`src/rtl/ring_state_decoder.sv`:
```
// ring_state_decoder
//   Receive-side monitor for a rotating one-hot ring counter bus. Each valid
//   sample is checked for one-hot validity and for rotate-left sequencing
//   against the last good sample. Good samples are converted to a binary index.
//   Completed laps (MSB -> bit 0 wrap) are counted.
//
// Ports
//   clk         in   rising-edge clock
//   rst         in   asynchronous active-high reset
//   in_valid    in   ring_in carries a sample this cycle
//   ring_in     in   [WIDTH-1:0] one-hot ring word
//   clr_err     in   clears err_sticky; a same-cycle error still sets it
//   idx_out     out  [IDX_W-1:0] binary position of the last good sample
//   idx_valid   out  pulse: idx_out was refreshed from a good sample
//   onehot_err  out  pulse: the sample was zero or had more than one bit set
//   seq_err     out  pulse: valid one-hot that is not the rotate-left of last good
//   err_sticky  out  set by any error and held until clr_err
//   lap_pulse   out  pulse: an MSB -> bit 0 wrap was observed
//   lap_count   out  [CNT_W-1:0] completed laps, modulo 2^CNT_W
//   locked      out  high while tracking the ring sequence
module ring_state_decoder #(
    parameter int WIDTH = 3,
    parameter int CNT_W = 8,
    localparam int IDX_W = $clog2(WIDTH)
) (
    input  logic             clk,
    input  logic             rst,
    input  logic             in_valid,
    input  logic [WIDTH-1:0] ring_in,
    input  logic             clr_err,
    output logic [IDX_W-1:0] idx_out,
    output logic             idx_valid,
    output logic             onehot_err,
    output logic             seq_err,
    output logic             err_sticky,
    output logic             lap_pulse,
    output logic [CNT_W-1:0] lap_count,
    output logic             locked
);

    typedef enum logic {
        SYNC  = 1'b0,
        TRACK = 1'b1
    } state_t;

    state_t             state_q, state_d;
    logic [WIDTH-1:0]   last_q, last_d;
    logic [IDX_W-1:0]   idx_q, idx_d;
    logic               idx_valid_q, idx_valid_d;
    logic               onehot_err_q, onehot_err_d;
    logic               seq_err_q, seq_err_d;
    logic               err_sticky_q, err_sticky_d;
    logic               lap_pulse_q, lap_pulse_d;
    logic [CNT_W-1:0]   lap_count_q, lap_count_d;

    logic [WIDTH-1:0]   expected;
    logic               is_onehot;

    function automatic logic onehot_ok(input logic [WIDTH-1:0] w);
        int unsigned cnt;
        cnt = 0;
        for (int i = 0; i < WIDTH; i++) begin
            cnt += int'(w[i]);
        end
        return (cnt == 1);
    endfunction

    // Only called on a verified one-hot word, so OR-ing the set bit's
    // position yields exactly that position.
    function automatic logic [IDX_W-1:0] onehot_to_idx(input logic [WIDTH-1:0] w);
        logic [IDX_W-1:0] idx;
        idx = '0;
        for (int i = 0; i < WIDTH; i++) begin
            if (w[i]) begin
                idx = idx | IDX_W'(i);
            end
        end
        return idx;
    endfunction

    assign expected  = {last_q[WIDTH-2:0], last_q[WIDTH-1]};
    assign is_onehot = onehot_ok(ring_in);

    always_comb begin
        state_d      = state_q;
        last_d       = last_q;
        idx_d        = idx_q;
        idx_valid_d  = 1'b0;
        onehot_err_d = 1'b0;
        seq_err_d    = 1'b0;
        lap_pulse_d  = 1'b0;
        lap_count_d  = lap_count_q;

        if (in_valid) begin
            if (!is_onehot) begin
                onehot_err_d = 1'b1;
                state_d      = SYNC;
            end else if (state_q == SYNC) begin
                // First good sample establishes the reference; no sequence or lap check yet.
                idx_valid_d = 1'b1;
                idx_d       = onehot_to_idx(ring_in);
                last_d      = ring_in;
                state_d     = TRACK;
            end else if (ring_in == expected) begin
                idx_valid_d = 1'b1;
                idx_d       = onehot_to_idx(ring_in);
                last_d      = ring_in;
                if (last_q[WIDTH-1] && ring_in[0]) begin
                    lap_pulse_d = 1'b1;
                    lap_count_d = lap_count_q + CNT_W'(1);
                end
            end else begin
                // Includes a stalled ring (same word repeated).
                seq_err_d = 1'b1;
                state_d   = SYNC;
            end
        end

        // Set has priority over clear.
        err_sticky_d = (err_sticky_q & ~clr_err) | onehot_err_d | seq_err_d;
    end

    always_ff @(posedge clk or posedge rst) begin
        if (rst) begin
            state_q      <= SYNC;
            last_q       <= '0;
            idx_q        <= '0;
            idx_valid_q  <= 1'b0;
            onehot_err_q <= 1'b0;
            seq_err_q    <= 1'b0;
            err_sticky_q <= 1'b0;
            lap_pulse_q  <= 1'b0;
            lap_count_q  <= '0;
        end else begin
            state_q      <= state_d;
            last_q       <= last_d;
            idx_q        <= idx_d;
            idx_valid_q  <= idx_valid_d;
            onehot_err_q <= onehot_err_d;
            seq_err_q    <= seq_err_d;
            err_sticky_q <= err_sticky_d;
            lap_pulse_q  <= lap_pulse_d;
            lap_count_q  <= lap_count_d;
        end
    end

    assign idx_out    = idx_q;
    assign idx_valid  = idx_valid_q;
    assign onehot_err = onehot_err_q;
    assign seq_err    = seq_err_q;
    assign err_sticky = err_sticky_q;
    assign lap_pulse  = lap_pulse_q;
    assign lap_count  = lap_count_q;
    assign locked     = (state_q == TRACK);

endmodule

```
`config.mk`:
```
export PLATFORM = sky130hd
export DESIGN_NAME = ring_state_decoder
export DESIGN_NICKNAME = d
export VERILOG_FILES = /design/src/rtl/ring_state_decoder.sv
export SDC_FILE = /design/constraint.sdc
export NUM_CORES = 1
export LEC_CHECK = 0
export ABC_AREA = 1
export BUFFER_PORTS_ARGS = -buffer_cell sky130_fd_sc_hd__buf_2
export CAP_MARGIN = 20
export CORE_MARGIN = 5
export CORE_UTILIZATION = 50
export CTS_CLUSTER_SIZE = 10
export DETAILED_ROUTE_END_ITERATION = 8
export PLACE_DENSITY = 0.8
export SETUP_SLACK_MARGIN = 0.4
export SYNTH_ARGS = -nofsm -noshare
export SYNTH_HDL_FRONTEND = slang
export SYNTH_SLANG_ARGS = --single-unit
```
`constraint.sdc`:
```
create_clock -name clk -period 4.1 [get_ports clk]
set_clock_uncertainty 0.1 [all_clocks]
set_input_delay 0.615 -clock clk [delete_from_list [all_inputs] [get_ports clk]]
set_output_delay 0.615 -clock clk [all_outputs]
set_load 0.005 [all_outputs]
```
# After elaboration in Yosys (flattened, before gate mapping)
# Cells that the tools add are included.
# classes
div	0
reduce_logical	3
n_mux	21
n_shift	0
bitwise	4
n_eq_ne	3
addsub	3
order_cmp	0
n_mul	0
# ops
cell	count
2-to-1 mux 1 bit	16
adder 8 x 1 -> 8 bit, second input constant	1
2-to-1 mux 2 bit	3
2-to-1 mux 3 bit	2
AND reduction 5 bit	1
adder 2 x 1 -> 3 bit	1
equality test 3 x 1 -> 1 bit, second input constant	1
equality test 3 bit	1
AND reduction 3 bit	1
adder 1 x 1 -> 2 bit	1
inequality test 2 x 1 -> 1 bit, second input constant	1
OR 1 bit	2
bitwise AND 1 bit	1
logical AND 1 bit	1
NOT 1 bit	1
# totals
word_cells	43
latchBits	0
ram_bits	0
reg_bits	19
memories	0
romBits	0

# Depth between registers and ports, before layout
# depth
word_depth	7
ltp_mapped	10
mapped_depth_nobuf	9

# Least setup slack after synthesis
# No wires, ideal clock.
# synth_path
kind	input-to-reg
start	input port ring_in[0]
end	register lap_count_q[5] (netlist: lap_count[5])
t_required_ns	3.887
slack_ns	2.141
cell_stages	9
arrival_time_ns	1.746
n_path_buf	1
setup_time_ns	0.113
path_cell_list	inv_1 > fa_1 > inv_1 > nand4_2 > nor2_4 > buf_6 > nand4_1 > nand2_1 > inv_1
# synth_via
elab_chain_cells	4
elab_cells_between_ends	6
classes_between	2 x add/sub; 2 x eq/ne; 2 x reduce/logical
# synth_rtl
item	line_no	rtl
from (decl)	29	input logic [WIDTH-1:0] ring_in,
adder 1 x 1 -> 2 bit	63	cnt += int'(w[i]);
adder 2 x 1 -> 3 bit	63	
equality test 3 x 1 -> 1 bit	65	return (cnt == 1);
AND reduction 5 bit (no source line) *	n/a	
to (signal assigned)	143	lap_count_q <= lap_count_d;
to (decl)	54	logic [CNT_W-1:0] lap_count_q, lap_count_d;
# Every way passes the cells marked *; elsewhere a longest branch is shown, timed or not.
# A chain may end at the register's enable or synchronous reset.

# Worst setup path after layout
# layout_path
start	input port ring_in[0]
end	register lap_count_q[0] (netlist: lap_count[0])
# Same word-level chain as after synthesis.

==> summary.md <==
| Metric | Value |
|---|---|
| I/O pin total | 23 |
| Global route total overflow | 0 |
| Nets | between 150 and 200 |
| Measured slew at the worst slew-check pin | 0.624 ns |
| Cell Area, Placed | 0.00105 sq mm |
| Syn Std Cell Area | around 940 sq um |
| Cell count after synthesis | 120 |
| Hold Buf Count CTS | 0 |
| Yosys warnings | 0 |
| Ys async rst share | 1.00 |
| Fill cells | between 150 and 200 |
| Vias per Instance | 4.71 |
| Predominant post-synthesis flop cell | dfrtp_1 |
| Max-cap violation count | 0 |
| Final Setup Violations | 0 |
| CTS clk-pin slew, worst paths | 0.10 ns |
| First-pass GRT wire length | 2.77 mm |
| CP max stage delay | between 0.4 and 0.5 ns |
| Routed WL per cell | 9.80 um |
| Cts repair resizes | 0 |
| HP Class | primary input to async pin |
| Final hold vios | 0 |
| Vias in the first global route | around 670 |
| Postcts setup bufs | 0 |
| Kind of cell adding the most delay to the critical path | simple AND/OR/NAND/NOR gates |
| Core Util, Final | 0.609 |
| TritonCTS buffer count | 3 |
| Post-route setup TNS | 0 ns |
| Cell chosen for the clock root | clkbuf_4 |
| Leak Pwr | approximately 0.64 nW |
| Port Buffers | 22 |
| Crit path launch type | primary input |
| Top-count cell post-synth | nand2_1 |
| PwrDens | around 350 mW/mm^2 |
| CP required | 4.17 ns |
| Via count | 787 |
| Post-synthesis sequential area ratio | 0.451 |
| Endpoint type of the worst setup path | flop |
| Clock H-tree levels | 1 |
| Capturing point of the worst reg2reg path | lap_count[0] |
| CP dominant cell by count | inv_1 |
| GRT Util Overall | 0.133 |
| TritonRoute pass-1 iters | 4 |
| DRT iter0 DRCs | 20 |
| Synth cell types | 20 |
| Layout area overhead | 13.8% |
| R2R cell count | 6 |
| Worst skew pair latency | 0.28 ns |
| Worst EP arrival | between 2 and 2.5 ns |
| Critical path's slowest cell | fa_1 |
| CP Max Fanout | 13 |
| Syn Area/Cell | 7.86 sq um |
| Layout cell share with drive strength beyond 1 | 0.239 |
| Worst R2R Start | last_q[2] |
| Final period util | 0.482 |
| DRC | 0 |
| Outcome | complete, no violations |
| Fin area | ~0.0011 sq mm |
| Largest area contributor in the netlist | dfrtp_1 |
| DIE WIDTH | 53.4 um |
| Rel. slew slack | 0.583 |
| #FFs+latches synth | 17 |
| Die Span Y | 53.4 um |
| Pre-CTS setup slack | 1.82 ns |
| Largest net degree at the start of global routing | 18 |
| Die ar. | 0.00286 sq mm |
| Fin. max-slew vios | 0 |
| GP Congestion | roughly 0.77 |
| CTS max path bufs | 2 |
| Peak supply drop | 0.284 mV |
| Setup ws final | about 2.1 ns |
| Setup CP Type | primary input to flop |
| Final total power | 0.377 mW |
| Crit-path cells | buf_2 -> inv_1 -> fa_1 -> inv_1 -> nand4_2 -> nor2_4 -> nand2_1 -> xor2_1 |
| Leading cell types by count after synthesis | nand2_1, inv_1, dfrtp_1, nand3_1, nand4_1 |
| Top area cells in the synthesized netlist | dfrtp_1, nand2_1, inv_1 |
| Routed WL | 1.64 mm |
| Dpl hpwl | 1.26 mm |
| Initial antenna violation count | 0 |
| Tmin final | 1.97 ns |
| Clock sink total | 17 |
| Fmax | between 0.5 and 0.6 GHz |
| Syn Nets | 130 |
| Initial Util | 0.535 |
| Worst Path Buf+Inv | 3 |
| TritonCTS clock tree | done |
| Worst reg2reg setup slack | 2.40 ns |
| Post-synth EDFFs | 0 |
| Share of the synthesized area in the top cell type | 0.451 |
| Antenna Violating Nets Remaining | 0 |
| RSZ-0062 raised after global routing | false |
| Core box area | approximately 0.0018 sq mm |
| ANT cells | 0 |
| Std cell rows | 15 |
[worst register-to-register path, stage by stage (launching register included)]
cell	delay (ns)
dfrtp_1	0.41
ha_1	0.28
inv_1	0.07
nand3_2	0.12
nor2_4	0.27
nand2_1	0.17
xor2_1	0.17
[state kept, by name, indices dropped and copies added, names as in the netlist]
| name | cells |
|---|---|
| onehot_err | 1 |
| lap_count | 8 |
| locked | 1 |
| lap_pulse | 1 |
| idx_valid | 1 |
| err_sticky | 1 |
| seq_err | 1 |
| last_q | 3 |
[power by group]
part | total, mW | leakage (nW) | switching, mW | internal (mW)
combinational | 0.0913 | 0.419 | 0.0577 | 0.0336
clock | 0.0876 | 0.0150 | 0.0499 | 0.0377
sequential | 0.199 | 0.201 | 0.0140 | 0.185
total | 0.377 | 0.636 | 0.122 | 0.256
[worst max path at each step]
stage,startpoint,to,slack [ns],cells after the start
after global placement,ring_in[0],lap_count[0],1.88,8
after floorplan,ring_in[0],lap_count[5],2.14,9
final,ring_in[0],lap_count[0],2.13,8
after global routing,ring_in[0],lap_count[0],2.05,8
after CTS,ring_in[0],lap_count[0],2.13,8
after detailed placement,ring_in[0],lap_count[0],1.82,8
[per-stage QoR]
step | hold WS (ns) | cells
CTS | 0.315 | 167
global placement | 0.373 | 163
finish | 0.293 | 167
global route | 0.345 | 167
floorplan | 0.364 | 120
detailed placement | 0.374 | 163
[layout by cell type, fill, tap and decap left out, drive strengths merged]
cell type   n
a21oi       1
buf        22
clkbuf      4
dfrtp      17
fa          1
ha          2
inv        28
nand2      38
nand3      11
nand4       7
nor2        6
nor3        2
o21ai       2
xor2        1
[per-layer routing]
layer  up-vias  share of wire  GRT usage
li1        409              -          -
met1       348           0.50      0.189
met2        28           0.43      0.196
met3         2          0.052     0.0254
met4         0         0.0092     0.0511
met5         -              0          0
[cell type report]
type                            instances  area, sq um  share of cell area
Inverter                               28          105              0.0979
Multi-Input combinational cell         71          375               0.350
Sequential cell                        17          425               0.396
Timing Repair Buffer                   22          110               0.103
Tap cell                               25         31.3              0.0291
Clock buffer                            4         26.3              0.0245
[cell families (layout without fill, tap and decap cells)]
| logic type | count (synthesis) | after routing | share of synthesized area |
|---|---|---|---|
| flip-flops | 17 | 17 | 0.451 |
| buffers and inverters | 32 | 54 | 0.151 |
| AND/OR/NAND/NOR | 64 | 64 | 0.321 |
| adder cells (fa/ha/maj) | 3 | 3 | 0.0477 |
| AO/OA/AOI/OAI | 3 | 3 | 0.0199 |
| XOR/XNOR | 1 | 1 | 0.00929 |
Power figures use the tool's default switching activity.
